`src/rtl/mips_trace_pkg.sv`:
```
`default_nettype none
// ============================================================================
// Module      : mips_trace_pkg
// Description : Shared types for the MIPS trace buffer. It defines the
//               capture FSM state encoding, the layout of one trace entry
//               and a saturating counter helper.
// Revision    : 1.0 - initial release
// ============================================================================
package mips_trace_pkg;

    // Width of one stored sample: {pc, od, alu}
    localparam int TRACE_W = 96;

    // Capture FSM state codes; these are also visible on state_o
    typedef enum logic [1:0] {
        IDLE  = 2'd0,
        ARMED = 2'd1,
        RUN   = 2'd2,
        DONE  = 2'd3
    } trace_state_e;

    // One trace record; pc occupies the most significant word
    typedef struct packed {
        logic [31:0] pc;
        logic [31:0] od;
        logic [31:0] alu;
    } trace_entry_t;

    // Eight-bit increment that sticks at 255 rather than wrapping
    function automatic logic [7:0] sat_inc8(input logic [7:0] v);
        return (v == 8'hFF) ? v : v + 8'd1;
    endfunction

endpackage
`default_nettype wire

```
`src/rtl/mips_trace_buffer_if.sv`:
```
`default_nettype none
// ============================================================================
// Module      : mips_trace_buffer_if
// Description : Drain port of the trace buffer. It is a show-ahead
//               valid/ready stream that carries the head trace entry. The
//               trace buffer uses the master modport and the consumer uses
//               the slave modport.
// Revision    : 1.0 - initial release
// ============================================================================
interface mips_trace_buffer_if;

    logic        out_valid;
    logic        out_ready;
    logic [31:0] out_pc;
    logic [31:0] out_od;
    logic [31:0] out_alu;

    modport master (
        output out_valid,
        output out_pc,
        output out_od,
        output out_alu,
        input  out_ready
    );

    modport slave (
        input  out_valid,
        input  out_pc,
        input  out_od,
        input  out_alu,
        output out_ready
    );

endinterface
`default_nettype wire

```
`src/rtl/mips_trace_fifo.sv`:
```
`default_nettype none
// ============================================================================
// Module      : mips_trace_fifo
// Description : Show-ahead FIFO of trace entries. DEPTH must be a power of
//               two, so the pointers wrap naturally. The count register has
//               one extra MSB so that it can represent a full FIFO. If a
//               push arrives while the FIFO is full, it is accepted only
//               when a pop occurs on the same edge.
// Revision    : 1.0 - initial release
// ============================================================================
module mips_trace_fifo
    import mips_trace_pkg::*;
#(
    parameter int DEPTH = 16
) (
    input  wire logic                   clk,
    input  wire logic                   rst,
    input  wire logic                   i_clear,
    input  wire logic                   i_push,
    input  wire logic                   i_pop,
    input  wire trace_entry_t           i_data,
    output trace_entry_t                o_data,
    output logic                        o_full,
    output logic                        o_empty,
    output logic [$clog2(DEPTH):0]      o_count
);

    localparam int               c_AW   = $clog2(DEPTH);
    localparam logic [c_AW:0]    c_FULL = (c_AW + 1)'(DEPTH);

    trace_entry_t        r_mem [DEPTH];
    logic [c_AW-1:0]     r_wr_ptr;
    logic [c_AW-1:0]     r_rd_ptr;
    logic [c_AW:0]       r_count;

    logic                w_do_pop;
    logic                w_do_push;

    assign o_full    = (r_count == c_FULL);
    assign o_empty   = (r_count == '0);
    assign o_count   = r_count;

    // A pop makes room in the same cycle, so a full FIFO can still accept a push
    assign w_do_pop  = i_pop && !o_empty && !i_clear;
    assign w_do_push = i_push && (!o_full || w_do_pop) && !i_clear;

    // The head is read straight from storage; when the FIFO is empty the output is forced to zero
    assign o_data    = o_empty ? '0 : r_mem[r_rd_ptr];

    // Storage array; it has no reset because the pointers define which entries are valid
    always_ff @(posedge clk) begin
        if (w_do_push) begin
            r_mem[r_wr_ptr] <= i_data;
        end
    end

    // Pointer and occupancy bookkeeping; a clear flushes the FIFO without touching storage
    always_ff @(posedge clk or posedge rst) begin
        if (rst) begin
            r_wr_ptr <= '0;
            r_rd_ptr <= '0;
            r_count  <= '0;
        end else if (i_clear) begin
            r_wr_ptr <= '0;
            r_rd_ptr <= '0;
            r_count  <= '0;
        end else begin
            if (w_do_push) begin
                r_wr_ptr <= r_wr_ptr + c_AW'(1);
            end
            if (w_do_pop) begin
                r_rd_ptr <= r_rd_ptr + c_AW'(1);
            end
            case ({w_do_push, w_do_pop})
                2'b10:   r_count <= r_count + (c_AW + 1)'(1);
                2'b01:   r_count <= r_count - (c_AW + 1)'(1);
                default: r_count <= r_count;
            endcase
        end
    end

endmodule
`default_nettype wire

```
`src/rtl/mips_trace_buffer.sv`:
```
`default_nettype none
// ============================================================================
// Module      : mips_trace_buffer
// Description : Passive observer of the single-cycle MIPS core. After the
//               core PC matches trig_pc, it captures POST_N samples of
//               {pc, od, alu_c} into a show-ahead FIFO. The samples are
//               drained over a valid/ready interface. A sample that arrives
//               while the FIFO is full is dropped, and the drop is reported
//               on the sticky overflow flag and the saturating dropped count.
// Config      : TRACE_DEDUP_EN - when defined, a RUN sample whose pc equals
//               the previously pushed pc is skipped. The skipped sample does
//               not count toward POST_N. This filters out stall and
//               self-loop repeats.
// Revision    : 1.0 - initial release
// ============================================================================
module mips_trace_buffer
    import mips_trace_pkg::*;
#(
    parameter int DEPTH  = 16,
    parameter int POST_N = 8
) (
    input  wire logic                   clk,
    input  wire logic                   reset,
    input  wire logic                   clear,
    input  wire logic                   arm,
    input  wire logic [31:0]            trig_pc,
    input  wire logic [31:0]            pc,
    input  wire logic [31:0]            od,
    input  wire logic [31:0]            alu_c,
    mips_trace_buffer_if.master         drain,
    output logic [$clog2(DEPTH):0]      count,
    output logic [1:0]                  state_o,
    output logic                        overflow,
    output logic [7:0]                  dropped
);

    // After the trigger sample, this many samples remain to be captured
    localparam logic [7:0] c_POST_M1 = 8'(POST_N - 1);

    trace_state_e        r_state;
    trace_state_e        w_state_nxt;
    logic [7:0]          r_rem;
    logic [7:0]          w_rem_nxt;
    logic                r_overflow;
    logic [7:0]          r_dropped;

    logic                w_push;
    logic                w_pop;
    logic                w_drop;
    logic                w_dup;
    logic                w_full;
    logic                w_empty;
    trace_entry_t        w_sample;
    trace_entry_t        w_head;

    assign w_sample = '{pc: pc, od: od, alu: alu_c};

`ifdef TRACE_DEDUP_EN
    logic [31:0]         r_last_pc;

    // Record the pc of every attempted push, so that RUN can skip back-to-back repeats
    always_ff @(posedge clk or posedge reset) begin
        if (reset) begin
            r_last_pc <= '0;
        end else if (w_push) begin
            r_last_pc <= pc;
        end
    end

    assign w_dup = (pc == r_last_pc);
`else
    assign w_dup = 1'b0;
`endif

    // Capture FSM state and post-trigger countdown
    always_ff @(posedge clk or posedge reset) begin
        if (reset) begin
            r_state <= IDLE;
            r_rem   <= '0;
        end else begin
            r_state <= w_state_nxt;
            r_rem   <= w_rem_nxt;
        end
    end

    // Next-state logic and push decision; clear overrides both arm and trigger
    always_comb begin
        w_state_nxt = r_state;
        w_rem_nxt   = r_rem;
        w_push      = 1'b0;
        if (clear) begin
            w_state_nxt = IDLE;
        end else begin
            case (r_state)
                IDLE: begin
                    if (arm) begin
                        w_state_nxt = ARMED;
                    end
                end
                ARMED: begin
                    if (pc == trig_pc) begin
                        w_push      = 1'b1;
                        w_rem_nxt   = c_POST_M1;
                        w_state_nxt = (c_POST_M1 == 8'd0) ? DONE : RUN;
                    end
                end
                RUN: begin
                    if (!w_dup) begin
                        w_push    = 1'b1;
                        w_rem_nxt = r_rem - 8'd1;
                        if (r_rem == 8'd1) begin
                            w_state_nxt = DONE;
                        end
                    end
                end
                DONE: begin
                    if (arm) begin
                        w_state_nxt = ARMED;
                    end
                end
                default: begin
                    w_state_nxt = IDLE;
                end
            endcase
        end
    end

    // A push while full is lost unless a pop on the same edge frees a slot
    assign w_pop  = !w_empty && drain.out_ready;
    assign w_drop = w_push && w_full && !w_pop;

    // Overflow reporting: a sticky flag plus a saturating drop counter
    always_ff @(posedge clk or posedge reset) begin
        if (reset) begin
            r_overflow <= 1'b0;
            r_dropped  <= '0;
        end else if (clear) begin
            r_overflow <= 1'b0;
            r_dropped  <= '0;
        end else if (w_drop) begin
            r_overflow <= 1'b1;
            r_dropped  <= sat_inc8(r_dropped);
        end
    end

    mips_trace_fifo #(
        .DEPTH   (DEPTH)
    ) u_fifo (
        .clk     (clk),
        .rst     (reset),
        .i_clear (clear),
        .i_push  (w_push),
        .i_pop   (w_pop),
        .i_data  (w_sample),
        .o_data  (w_head),
        .o_full  (w_full),
        .o_empty (w_empty),
        .o_count (count)
    );

    assign drain.out_valid = !w_empty;
    assign drain.out_pc    = w_head.pc;
    assign drain.out_od    = w_head.od;
    assign drain.out_alu   = w_head.alu;

    assign state_o  = r_state;
    assign overflow = r_overflow;
    assign dropped  = r_dropped;

endmodule
`default_nettype wire

```
`src/flat_wrapper.sv`:
```
// flat-port wrapper written by rule: the top's interface ports become plain ports
module mips_trace_buffer_flat import mips_trace_pkg::*;
#(
    parameter int DEPTH  = 16,
    parameter int POST_N = 8
)
  (clk, reset, clear, arm, trig_pc, pc, od, alu_c, count, state_o, overflow, dropped, drain_out_valid, drain_out_pc, drain_out_od, drain_out_alu, drain_out_ready);
  mips_trace_buffer_if drain_i ();
  input  wire logic clk;
  input  wire logic reset;
  input  wire logic clear;
  input  wire logic arm;
  input  wire logic [31:0] trig_pc;
  input  wire logic [31:0] pc;
  input  wire logic [31:0] od;
  input  wire logic [31:0] alu_c;
  output logic [$clog2(DEPTH):0] count;
  output logic [1:0] state_o;
  output logic overflow;
  output logic [7:0] dropped;
  output wire logic [$bits(drain_i.out_valid)-1:0] drain_out_valid;
  output wire logic [$bits(drain_i.out_pc)-1:0] drain_out_pc;
  output wire logic [$bits(drain_i.out_od)-1:0] drain_out_od;
  output wire logic [$bits(drain_i.out_alu)-1:0] drain_out_alu;
  input wire logic [$bits(drain_i.out_ready)-1:0] drain_out_ready;
  assign drain_out_valid = drain_i.out_valid;
  assign drain_out_pc = drain_i.out_pc;
  assign drain_out_od = drain_i.out_od;
  assign drain_out_alu = drain_i.out_alu;
  assign drain_i.out_ready = drain_out_ready;
  mips_trace_buffer #(.DEPTH(DEPTH), .POST_N(POST_N)) u_core (.clk(clk), .reset(reset), .clear(clear), .arm(arm), .trig_pc(trig_pc), .pc(pc), .od(od), .alu_c(alu_c), .drain(drain_i), .count(count), .state_o(state_o), .overflow(overflow), .dropped(dropped));
endmodule
```
`config.mk`:
```
export PLATFORM = sky130hd
export DESIGN_NAME = mips_trace_buffer_flat
export DESIGN_NICKNAME = d
export VERILOG_FILES = /design/src/rtl/mips_trace_pkg.sv /design/src/rtl/mips_trace_buffer_if.sv /design/src/rtl/mips_trace_fifo.sv /design/src/rtl/mips_trace_buffer.sv /design/src/flat_wrapper.sv
export SDC_FILE = /design/constraint.sdc
export NUM_CORES = 1
export LEC_CHECK = 0
export BUFFER_PORTS_ARGS = -buffer_cell sky130_fd_sc_hd__buf_2
export CAP_MARGIN = 20
export CORE_ASPECT_RATIO = 0.6
export CORE_MARGIN = 2
export CORE_UTILIZATION = 44
export DETAILED_ROUTE_END_ITERATION = 16
export GPL_ROUTABILITY_DRIVEN = 0
export GPL_TIMING_DRIVEN = 0
export HOLD_SLACK_MARGIN = 0.06
export MAX_ROUTING_LAYER = met4
export SLEW_MARGIN = 25
export SYNTH_ARGS = -nofsm -noshare
export SYNTH_HDL_FRONTEND = slang
export SYNTH_SLANG_ARGS = --single-unit
```
`constraint.sdc`:
```
create_clock -name clk -period 8.2 [get_ports clk]
set_input_delay 0.82 -clock clk [delete_from_list [all_inputs] [get_ports clk]]
set_output_delay 0.82 -clock clk [all_outputs]
set_load 0.01 [all_outputs]
```
==> report_table.html <==
<table>
<tr><th>Metric</th><th>Value</th></tr>
<tr><th colspan="2">Setup path</th></tr>
<tr><td>Capture point of the worst path</td><td>drain_out_alu[7]</td></tr>
<tr><td>Register-to-register path setup slack</td><td>4.50 ns</td></tr>
<tr><td>Launch instance of the worst register-to-register path</td><td>u_core.state_o[0]</td></tr>
<tr><td>CP arrival</td><td>4.54 ns</td></tr>
<tr><td>Crit path kind</td><td>flip-flop to output pin</td></tr>
<tr><td>Capturing point of the worst reg2reg path</td><td>u_core.u_fifo.r_mem[5][53]</td></tr>
<tr><td>Depth of the most critical reg-to-reg path</td><td>11</td></tr>
<tr><td>Element type at the critical path start</td><td>flip-flop</td></tr>
<tr><td>Worst Path Max Fanout</td><td>10</td></tr>
<tr><td>Type of element capturing the critical path</td><td>output pin</td></tr>
<tr><td>Worst setup path start</td><td>u_core.u_fifo.r_rd_ptr[0]</td></tr>
<tr><td>Data required time at the worst endpoint</td><td>~7.4 ns</td></tr>
<tr><th colspan="2">CTS</th></tr>
<tr><td>Clock transition at the registers of the reported paths</td><td>~0.06 ns</td></tr>
<tr><td>Number of buffers created by CTS</td><td>around 150</td></tr>
<tr><td>Post-cts gate resize count</td><td>0</td></tr>
<tr><td>Clock root buffer</td><td>sky130_fd_sc_hd__clkbuf_16</td></tr>
<tr><td>Depth of the CTS H-tree</td><td>4</td></tr>
<tr><td>Clk sink count</td><td>about 1.6k</td></tr>
<tr><td>CTS tree</td><td>yes</td></tr>
<tr><td>Hold buffer count at CTS</td><td>0</td></tr>
<tr><td>Clk Latency, worst-skew pair</td><td>between 0.7 and 0.8 ns</td></tr>
<tr><td>Number of setup buffers added after CTS</td><td>0</td></tr>
<tr><td>Buffer levels on the longest clock path</td><td>3</td></tr>
<tr><th colspan="2">Synth</th></tr>
<tr><td>Leading cell types by count after synthesis</td><td>1,536 x sky130_fd_sc_hd__edfxtp_1, 480 x sky130_fd_sc_hd__mux4_2, 102 x sky130_fd_sc_hd__and2_1</td></tr>
<tr><td>Area fraction in and, or, nand and nor cells after synthesis</td><td>0.0200</td></tr>
<tr><td>Fraction of synthesized cell area taken by the top area cell type</td><td>0.763</td></tr>
<tr><td>Biggest area contributors in the synthesized netlist</td><td>sky130_fd_sc_hd__edfxtp_1 76%, sky130_fd_sc_hd__mux4_2 18%, sky130_fd_sc_hd__dfrtp_1 1.3%, sky130_fd_sc_hd__and2_1 1.1%, sky130_fd_sc_hd__clkbuf_1 0.53%</td></tr>
<tr><td>Multiplexer area fraction after synthesis</td><td>0.180</td></tr>
<tr><td>Synth Cell Area</td><td>between 60,000 and 70,000 µm²</td></tr>
<tr><td>Portion of the post-synthesis area used by sequential elements</td><td>0.776</td></tr>
<tr><td>Fraction of synthesis flops using an asynchronous set or reset pin</td><td>0.0204</td></tr>
<tr><td>Library cells used by synthesis</td><td>49</td></tr>
<tr><td>Adder-cell area share of the yosys netlist</td><td>0.00323</td></tr>
<tr><td>Post-Synthesis Cells</td><td>between 2k and 3k</td></tr>
<tr><td>Compound-cell area share of the yosys netlist</td><td>0.00468</td></tr>
<tr><td>Combinational family with the most area after synthesis</td><td>multiplexers</td></tr>
<tr><td>Cell type contributing the most total cell area after synthesis</td><td>sky130_fd_sc_hd__edfxtp_1</td></tr>
<tr><td>Most common cell in the synthesized netlist</td><td>sky130_fd_sc_hd__edfxtp_1</td></tr>
<tr><td>Average size of a mapped cell</td><td>24.1 µm²</td></tr>
<tr><td>Number of synthesized flops with an enable pin</td><td>1,536</td></tr>
<tr><td>Count of warnings emitted by yosys</td><td>0</td></tr>
<tr><td>Xor/xnor share of the synthesized area</td><td>0.00594</td></tr>
<tr><td>Synthesis-stage register bit count</td><td>1,568</td></tr>
<tr><td>Synthesized netlist net count</td><td>2,655</td></tr>
<tr><td>Top flip-flop cell by instance count after synthesis</td><td>sky130_fd_sc_hd__edfxtp_1</td></tr>
<tr><th colspan="2">Pwr</th></tr>
<tr><td>Power Internal</td><td>~14 mW</td></tr>
<tr><td>Switching part of the total</td><td>0.255</td></tr>
<tr><td>Leakage power</td><td>22.2 nW</td></tr>
<tr><td>Portion of total power attributed to combinational logic</td><td>0.188</td></tr>
<tr><td>Net load switching power</td><td>4.80 mW</td></tr>
<tr><td>Cell Pwr Density</td><td>~270 nW/µm²</td></tr>
<tr><td>Worst voltage drop across the vdd grid</td><td>~0.00020 V</td></tr>
<tr><td>Clock network fraction of design power</td><td>0.341</td></tr>
<tr><td>Register share of total power</td><td>0.471</td></tr>
<tr><th colspan="2">Floorplan</th></tr>
<tr><td>Core Box Area</td><td>around 140,000 µm²</td></tr>
<tr><td>Initial cell density of the core</td><td>0.443</td></tr>
<tr><td>Die Y-Extent</td><td>291 µm</td></tr>
<tr><td>Die outline width</td><td>about 480 µm</td></tr>
<tr><td>IO Count</td><td>between 200 and 250</td></tr>
<tr><td>Number of standard-cell rows in the floorplan</td><td>~110</td></tr>
<tr><td>Die footprint</td><td>roughly 140,000 µm²</td></tr>
<tr><th colspan="2">Global route</th></tr>
<tr><td>Overflow left after global routing</td><td>0</td></tr>
<tr><td>Via count of the first global-routing pass</td><td>approximately 30k</td></tr>
<tr><td>Initial antenna violation count</td><td>25</td></tr>
<tr><td>Wire length of the first global-routing pass</td><td>~220,000 µm</td></tr>
<tr><td>Pin count of the biggest net entering global routing</td><td>33</td></tr>
<tr><td>Overall Global Routing Usage</td><td>0.228</td></tr>
<tr><th colspan="2">Timing</th></tr>
<tr><td>Total setup violations reported at the end of the flow</td><td>0</td></tr>
<tr><td>Worst Max-Slew Pin Slew</td><td>between 1 and 1.5 ns</td></tr>
<tr><td>Relative slew slack</td><td>0.251</td></tr>
<tr><td>Minimum clock period after layout</td><td>about 5.4 ns</td></tr>
<tr><td>Hold violation total from the final report</td><td>0</td></tr>
<tr><td>Unrepaired setup endpoints after global routing</td><td>false</td></tr>
<tr><td>Fraction of the cycle the final worst path needs</td><td>0.653</td></tr>
<tr><td>Max-slew violation total from the final report</td><td>0</td></tr>
<tr><td>Max Freq</td><td>between 0.15 and 0.2 GHz</td></tr>
<tr><td>Maximum clock skew at final layout</td><td>around 0.016 ns</td></tr>
<tr><th colspan="2">Route</th></tr>
<tr><td>Per-cell via count in the routed design</td><td>5.85</td></tr>
<tr><td>Via total after detailed routing</td><td>just under 30k</td></tr>
<tr><td>Detailed Route Iter0 Violations</td><td>3,333</td></tr>
<tr><td>DRT antenna net count</td><td>0</td></tr>
<tr><td>Drt pass-1 iters</td><td>6</td></tr>
<tr><td>Post-DR wirelength/cell</td><td>31.0 µm</td></tr>
<tr><td>Wirelength, routed</td><td>between 150,000 and 200,000 µm</td></tr>
<tr><td>Total DRC errors in the routed layout</td><td>0</td></tr>
<tr><th colspan="2">Final layout</th></tr>
<tr><td>Share of cells above drive strength 1</td><td>0.360</td></tr>
<tr><td>Layout overhead on the synthesized area</td><td>16.5%</td></tr>
<tr><td>Final layout net count</td><td>~3.2k</td></tr>
<tr><td>Final design area excluding fillers</td><td>70,400 µm²</td></tr>
<tr><td>Core utilization of the finished layout</td><td>0.516</td></tr>
<tr><th colspan="2">Placed design</th></tr>
<tr><td>Final HPWL DP</td><td>~100,000 µm</td></tr>
<tr><td>Count of buffers inserted at the top-level ports</td><td>244</td></tr>
<tr><td>Standard cell area after detailed placement</td><td>approximately 66,000 µm²</td></tr>
<tr><th colspan="2">Hold path</th></tr>
<tr><td>Classification of the worst-slack hold path</td><td>input pin to async pin</td></tr>
<tr><th colspan="2">Run</th></tr>
<tr><td>MaxCap Viol Count</td><td>0</td></tr>
<tr><th colspan="2">Status</th></tr>
<tr><td>Run status</td><td>complete, no violations</td></tr>
</table>
-- cell type report --
class,instances,area [µm²]
Fill cell,10500,66100
Sequential cell,1568,46900
Multi-Input combinational cell,792,13000
Clock buffer,183,3950
Timing Repair Buffer,369,3090
Tap cell,1819,2280
Buffer,129,559
Clock inverter,79,495
Inverter,18,67.6
Antenna cell,13,32.5
-- worst min-delay path by stage --
stage / depth (start not counted) / endpoint / slack, ns
after floorplan: 1 / u_core.r_rem[6] / 0.45
after detailed placement: 1 / u_core.dropped[6] / 0.49
final: 2 / u_core.r_rem[7] / 0.20
after CTS: 2 / u_core.state_o[0] / 0.17
after global routing: 2 / u_core.r_rem[7] / 0.24
after global placement: 1 / u_core.r_rem[6] / 0.47
-- cell families (layout without fill, tap and decap cells) --
group,after synthesis,count (layout)
AOI/OAI and AO/OA,41,41
xor gates and xnor gates,41,41
adders and majority gates,15,15
buffers and inverters,147,778
DFF,1568,1568
muxes,488,488
other,0,13
and+or+nand+nor,207,207
-- routing by layer --
| layer | vias to the layer above | routed length, µm | track usage |
|---|---|---|---|
| met5 | - | 0 | - |
| met4 | 0 | 4140 | 0.0665 |
| met3 | 242 | 12100 | 0.0407 |
| met2 | 1345 | 73700 | 0.344 |
| met1 | 15700 | 64100 | 0.320 |
| li1 | 11800 | - | - |
-- flip-flops by register name (all words and copies together), names as in the netlist --
name	count
u_core.u_fifo.r_rd_ptr	4
u_core.u_fifo.r_wr_ptr	4
u_core.r_rem	8
u_core.state_o	2
u_core.dropped	8
u_core.overflow	1
u_core.u_fifo.r_mem	1536
u_core.u_fifo.o_count	5
-- layout by cell type, fill, tap and decap left out, types with 25 or more instances in the layout --
cell and instances:
sky130_fd_sc_hd__and2_1 98, sky130_fd_sc_hd__buf_16 31, sky130_fd_sc_hd__buf_2 286, sky130_fd_sc_hd__buf_4 61
sky130_fd_sc_hd__clkbuf_1 96, sky130_fd_sc_hd__clkbuf_16 153, sky130_fd_sc_hd__clkinv_1 41, sky130_fd_sc_hd__clkinv_2 25
sky130_fd_sc_hd__dfrtp_1 32, sky130_fd_sc_hd__edfxtp_1 1536, sky130_fd_sc_hd__mux4_2 480, sky130_fd_sc_hd__xnor2_1 35
-- power groups by stage --
stage          clock [mW]  combinational, mW  sequential (mW)
6_report             6.41               3.54             8.86
3_5_place_dp            0               3.61             9.03
3_3_place_gp            0               3.56             9.03
2_1_floorplan           0               2.25             9.03
4_1_cts              6.53               3.62             8.86
5_1_grt              6.84               3.79             8.86
-- through the flow --
step	hold slack (ns)	power, mW	cells	setup slack, ns	setup TNS (ns)
global route	0.239	19.5	4966	2.63	0
global placement	0.473	12.6	4570	-11.62	-7471.84
floorplan	0.445	11.3	2507	-0.925	-355.27
CTS	0.166	19.0	4957	2.68	0
detailed placement	0.495	12.6	4695	3.05	0
finish	0.201	18.8	4970	2.84	0
-- worst max-delay path, cell delays in order, from the launching register on --
cell,delay (ns)
sky130_fd_sc_hd__dfrtp_1,0.35
sky130_fd_sc_hd__clkbuf_1,0.49
sky130_fd_sc_hd__clkbuf_1,0.84
sky130_fd_sc_hd__buf_2,0.60
sky130_fd_sc_hd__mux4_2,0.59
sky130_fd_sc_hd__mux4_2,0.47
sky130_fd_sc_hd__and2_1,0.26
sky130_fd_sc_hd__buf_2,0.18
No activity file was read; power rests on OpenSTA's default activity.
